File: src/rtl/fetch_queue_unit.sv
// Instruction-fetch front end: owns the fetch PC, issues word requests, queues {pc, inst} for decode.
// Latency: a memory response becomes visible on inst_valid the cycle after it arrives (no bypass).
// Backpressure: requests are credit-limited to queue + outstanding + drop < DEPTH; inst_ready stalls the head.

// Small in-order FIFO with flush; push and pop together are legal at any occupancy, including full.
module sync_fifo #(
  parameter int WIDTH = 8,
  parameter int DEPTH = 4
) (
  input  logic                     clk,
  input  logic                     rst_n,
  input  logic                     flush,
  input  logic                     push,
  input  logic [WIDTH-1:0]         push_data,
  input  logic                     pop,
  output logic [WIDTH-1:0]         pop_data,
  output logic [$clog2(DEPTH):0]   count
);
  localparam int AW = $clog2(DEPTH);
  localparam int CW = AW + 1;

  logic [WIDTH-1:0] mem [DEPTH];
  logic [AW-1:0]    wr_ptr;
  logic [AW-1:0]    rd_ptr;
  logic             do_push;
  logic             do_pop;

  assign do_pop   = pop && (count != '0);
  assign do_push  = push && ((count != CW'(DEPTH)) || do_pop);
  assign pop_data = mem[rd_ptr];

  // Storage needs no reset: entries are only read once the count says they were written.
  always_ff @(posedge clk) begin
    if (do_push && !flush) mem[wr_ptr] <= push_data;
  end

  // Pointer and count update; flush wins over any push or pop in the same cycle.
  always_ff @(posedge clk or negedge rst_n) begin
    if (!rst_n) begin
      wr_ptr <= '0;
      rd_ptr <= '0;
      count  <= '0;
    end else if (flush) begin
      wr_ptr <= '0;
      rd_ptr <= '0;
      count  <= '0;
    end else begin
      if (do_push) wr_ptr <= wr_ptr + 1'b1;
      if (do_pop)  rd_ptr <= rd_ptr + 1'b1;
      count <= count + CW'(do_push) - CW'(do_pop);
    end
  end
endmodule

module fetch_queue_unit #(
  parameter int              XLEN     = 64,
  parameter int              ILEN     = 32,
  parameter int              DEPTH    = 4,
  parameter logic [XLEN-1:0] RESET_PC = '0
) (
  input  logic            clk,
  input  logic            reset,
  output logic            imem_req_valid,
  input  logic            imem_req_ready,
  output logic [XLEN-1:0] imem_req_addr,
  input  logic            imem_rsp_valid,
  input  logic [ILEN-1:0] imem_rsp_data,
  input  logic            redirect_valid,
  input  logic [XLEN-1:0] redirect_pc,
  output logic            inst_valid,
  input  logic            inst_ready,
  output logic [ILEN-1:0] inst_data,
  output logic [XLEN-1:0] inst_pc,
  output logic            rsp_err
);
  localparam int CW = $clog2(DEPTH) + 1;
  localparam int SW = CW + 2;

  logic [XLEN-1:0]      fetch_pc;
  logic [CW-1:0]        drop;
  logic [CW-1:0]        outstanding;
  logic [CW-1:0]        occupancy;
  logic [XLEN-1:0]      pend_pc;
  logic [XLEN+ILEN-1:0] q_head;
  logic [SW-1:0]        credit_sum;
  logic [CW-1:0]        inflight;
  logic [CW-1:0]        redirect_drop;
  logic                 req_fire;
  logic                 rsp_take;
  logic                 rsp_stray;

  // Every issued-but-unanswered request and every stale response still owed
  // holds a queue slot, so the queue can never be overrun.
  assign credit_sum     = SW'(occupancy) + SW'(outstanding) + SW'(drop);
  assign imem_req_valid = reset && !redirect_valid && (credit_sum < SW'(DEPTH));
  assign imem_req_addr  = fetch_pc;
  assign req_fire       = imem_req_valid && imem_req_ready;

  assign rsp_take  = imem_rsp_valid && !redirect_valid && (drop == '0) && (outstanding != '0);
  assign rsp_stray = imem_rsp_valid && (drop == '0) && (outstanding == '0);

  // On redirect all outstanding requests turn stale; a response landing in that
  // same cycle already pays off one of them.
  assign inflight      = drop + outstanding;
  assign redirect_drop = inflight - CW'(imem_rsp_valid && (inflight != '0));

  assign inst_valid = (occupancy != '0);
  assign inst_pc    = inst_valid ? q_head[XLEN+ILEN-1:ILEN] : '0;
  assign inst_data  = inst_valid ? q_head[ILEN-1:0] : '0;

  // PCs of accepted requests, oldest first; its count is the outstanding counter.
  sync_fifo #(.WIDTH(XLEN), .DEPTH(DEPTH)) u_pending (
    .clk       (clk),
    .rst_n     (reset),
    .flush     (redirect_valid),
    .push      (req_fire),
    .push_data (fetch_pc),
    .pop       (rsp_take),
    .pop_data  (pend_pc),
    .count     (outstanding)
  );

  // Instruction queue presented to decode.
  sync_fifo #(.WIDTH(XLEN + ILEN), .DEPTH(DEPTH)) u_queue (
    .clk       (clk),
    .rst_n     (reset),
    .flush     (redirect_valid),
    .push      (rsp_take),
    .push_data ({pend_pc, imem_rsp_data}),
    .pop       (inst_valid && inst_ready),
    .pop_data  (q_head),
    .count     (occupancy)
  );

  // Fetch PC: redirect target (word aligned) has priority over sequential advance.
  always_ff @(posedge clk or negedge reset) begin
    if (!reset) begin
      fetch_pc <= RESET_PC;
    end else if (redirect_valid) begin
      fetch_pc <= {redirect_pc[XLEN-1:2], 2'b00};
    end else if (req_fire) begin
      fetch_pc <= fetch_pc + XLEN'(4);
    end
  end

  // Stale-response counter and sticky error for responses nobody asked for.
  always_ff @(posedge clk or negedge reset) begin
    if (!reset) begin
      drop    <= '0;
      rsp_err <= 1'b0;
    end else begin
      if (redirect_valid) begin
        drop <= redirect_drop;
      end else if (imem_rsp_valid && (drop != '0)) begin
        drop <= drop - 1'b1;
      end
      if (rsp_stray) rsp_err <= 1'b1;
    end
  end
endmodule

File: config.mk
export PLATFORM = sky130hd
export DESIGN_NAME = fetch_queue_unit
export DESIGN_NICKNAME = d
export VERILOG_FILES = /design/src/rtl/fetch_queue_unit.sv
export SDC_FILE = /design/constraint.sdc
export NUM_CORES = 1
export LEC_CHECK = 0
export CAP_MARGIN = 0
export CORE_ASPECT_RATIO = 0.5
export CORE_UTILIZATION = 30
export DETAILED_ROUTE_END_ITERATION = 6
export PLACE_DENSITY_LB_ADDON = 0.2
export SLEW_MARGIN = 30
export SYNTH_ARGS = -nofsm -noshare
export SYNTH_HDL_FRONTEND = slang
export SYNTH_SLANG_ARGS = --single-unit
File: constraint.sdc
create_clock -name clk -period 6.5 [get_ports clk]
set_input_delay 1.625 -clock clk [delete_from_list [all_inputs] [get_ports clk]]
set_output_delay 1.625 -clock clk [all_outputs]
set_load 0.01 [all_outputs]
==> results.cfg <==
[cells_and_area]
num-fill-cells = 8700
area_delta_synth_final_pct = 23.4
num-nets-final = 1973
final_common_cell = edfxtp_1
final_layout_size_suffix_gt1_share_pct = 17.5
final_cells = 3157
multi_input_area_um2 = 7330
layout_common_cells = edfxtp_1 (624), clkdlybuf4s50_1 (256), mux4_2 (156), and2_1 (106), nand2_1 (83)
ff_latch_area_um2 = 20800

[logic_synthesis]
ys_seq_area_share_pct = 72.9
async_reset_ff_share_pct = 11.4
synthCells = 1553
synth_warnings = 0
synth_edf_count = 624
synth_seq_cells = 704
synth_cell_type_count = 61
synth.cell_area_um2 = 28400
ys.flop_type = edfxtp_1
syn_area_per_cell_um2 = 18.3

[setup_path]
end_kind = output port
crit_required_ns = 4.88
cp_top_family = simple AND/OR/NAND/NOR gates
crit_chain = inv_1 -> fa_1 -> nor2b_1 -> fa_1 -> or3b_2 -> a22oi_1 -> nor4bb_1 -> clkdlybuf4s50_1
arrival_ns = 4.19
slowest_delay_ns = 0.66
crit_fanout = 4
cp_num_buf_inv = 2
crit_type = flop to output port
crit_path_start_kind = flop
crit_path_frequent_cell = fa_1
cp_slowest_cell = clkdlybuf4s50_1

[clock_tree]
clk_pin_slew_ns = 0.06
post-cts-setup-buffers = 0
cts_resized = 0
cts_buffers = 71
cts_tree = done
cts.sinks = 704
cts_root_buf = clkbuf_16
clock_latency_ns = 0.65
ctsHtreeMaxLevel = 3
clk_path_buf_depth = 3
hold_buffers = 0

[grt]
antenna_found_initial = 4
grt_max_degree = 95
grt-ovfl-total = 0
grt_usage_pct = 15.6
grt_pass1_vias = 15752
grt_pass1_wl_um = 109000

[sta]
hold-worst-slack_ns = 0.494
max_freq_ghz = 0.172
rsz0062_at_grt = false
period_share_pct = 89.4
hold_viol_final = 0
max-slew-margin-rel_pct = 37.2
drv_slew = 0
finalCriticalPeriod_ns = 5.81
setup_violations = 0
tightestPinTransition_ns = 0.942
finalSetupTns_ns = 0
clock_skew_ns = 0.0310

[die]
fp.dieH_um = 220
start_util_pct = 30.4
die_w_um = 437
fp-row-count = 79
core_region_area_um2 = 93400
die_area_um2 = 96100
io_pins = 265

[drt]
drc_errors = 7
wl_met2_um = 38300
drt_iter0_drc = 999
wl_um = 74900
firstDrtPassIters = 7
wl_met1_um = 32000
met3_length_um = 2850
drt-vias-per-instance = 4.89
drt.antenna.violating_nets = 0
top_layer = met4
vias = 15445
wire_per_inst_um = 23.7

[status]
violations = DRC
outcome = complete, but fails checks

[placed_design]
place_hpwl_um = 45900
place_congestion = 0.771
post-place-cells = 3027
portBuffers = 258

[worst_hold_path]
min_path_type = flop to flop

[pwr]
power_mw = 12.6
power_density_nw_per_um2 = 360
ir_drop_mv = 0.164
power_leakage_nw = 11.2

[flow_run]
maxCapViolCount = 0
-- through the flow --
| stage | util [%] | area [um2] | setup slack (ns) |
|---|---|---|---|
| 3_5_place_dp | 35.1 | 32800 | 1.32 |
| 4_1_cts | 37.6 | 35100 | 0.583 |
| 2_1_floorplan | - | 28500 | 1.43 |
| 5_1_grt | 37.6 | 35100 | 0.544 |
| 6_report | 37.6 | 35100 | 0.687 |
| 3_3_place_gp | 35.1 | 32700 | 1.31 |
-- kinds of logic after synthesis --
group | after synthesis | synth area share, %
AND/OR/NAND/NOR | 402 | 7.83
multiplexers | 170 | 12.9
buffers and inverters | 115 | 1.58
adder cells (fa/ha/maj) | 26 | 1.30
other | 1 | 0.0132
XOR/XNOR | 24 | 0.739
flip-flops | 704 | 72.9
AO/OA/AOI/OAI | 111 | 2.74
-- cells in the mapped netlist, types with 13 or more instances --
cell        n  share of area (%)
nand3_1    42               0.74
inv_1      34               0.45
o211ai_1   13               0.34
edfxtp_1  624                 66
o21ai_0    35               0.62
nand4_1    33               0.73
and2_1    114                2.5
mux4_2    156                 12
ha_1       20               0.88
clkbuf_1   57               0.75
nor2_1     35               0.46
nor4_1     21               0.46
buf_1      17               0.22
nor3_1     14               0.25
dfrtp_1    80                7.0
nand2_1    83                1.1
xnor2_1    16               0.49
-- power breakdown --
| group | internal, mW | switching [mW] |
|---|---|---|
| clock | 2.39 | 1.76 |
| sequential | 5.22 | 0.355 |
| combinational | 1.52 | 1.39 |
-- worst paths after layout --
path / from / end / slack [ns] / cells after the start
hold / removal: rsp_err / rsp_err / 0.49 / 1
setup / recovery: u_pending.count[1] / imem_req_valid / 0.69 / 8
min in group asynchronous: reset / imem_req_addr[14] / 0.88 / 1
setup reg to reg: u_pending.count[1] / u_pending.mem[0][2] / 2.18 / 9
max in group asynchronous: reset / imem_req_addr[5] / 4.29 / 3
hold reg to reg: rsp_err / rsp_err / 0.49 / 1
-- layer usage --
layer | vias to the layer above | track usage [%]
li1 | 6809 | -
met1 | 8249 | 20.1
met2 | 283 | 27.0
met3 | 104 | 2.87
met4 | 0 | 4.14
met5 | - | 0
-- area by class of cell --
type | instances | area share (%)
multi-input cells | 737 | 20.9
diodes | 4 | 0.0285
clock buffers | 87 | 5.47
well taps | 1255 | 4.47
repair buffers | 296 | 8.51
inverters | 35 | 0.374
clock inverters | 39 | 1.13
flip-flops and latches | 704 | 59.1
-- registers in the layout (all words and copies together) (netlist names) --
register,flops
u_queue.mem,376
u_pending.mem,248
imem_req_addr,62
drop,3
u_pending.count,3
u_queue.count,3
u_pending.rd_ptr,2
u_pending.wr_ptr,2
u_queue.rd_ptr,2
u_queue.wr_ptr,2
rsp_err,1
(Power assumes the default switching activity.)
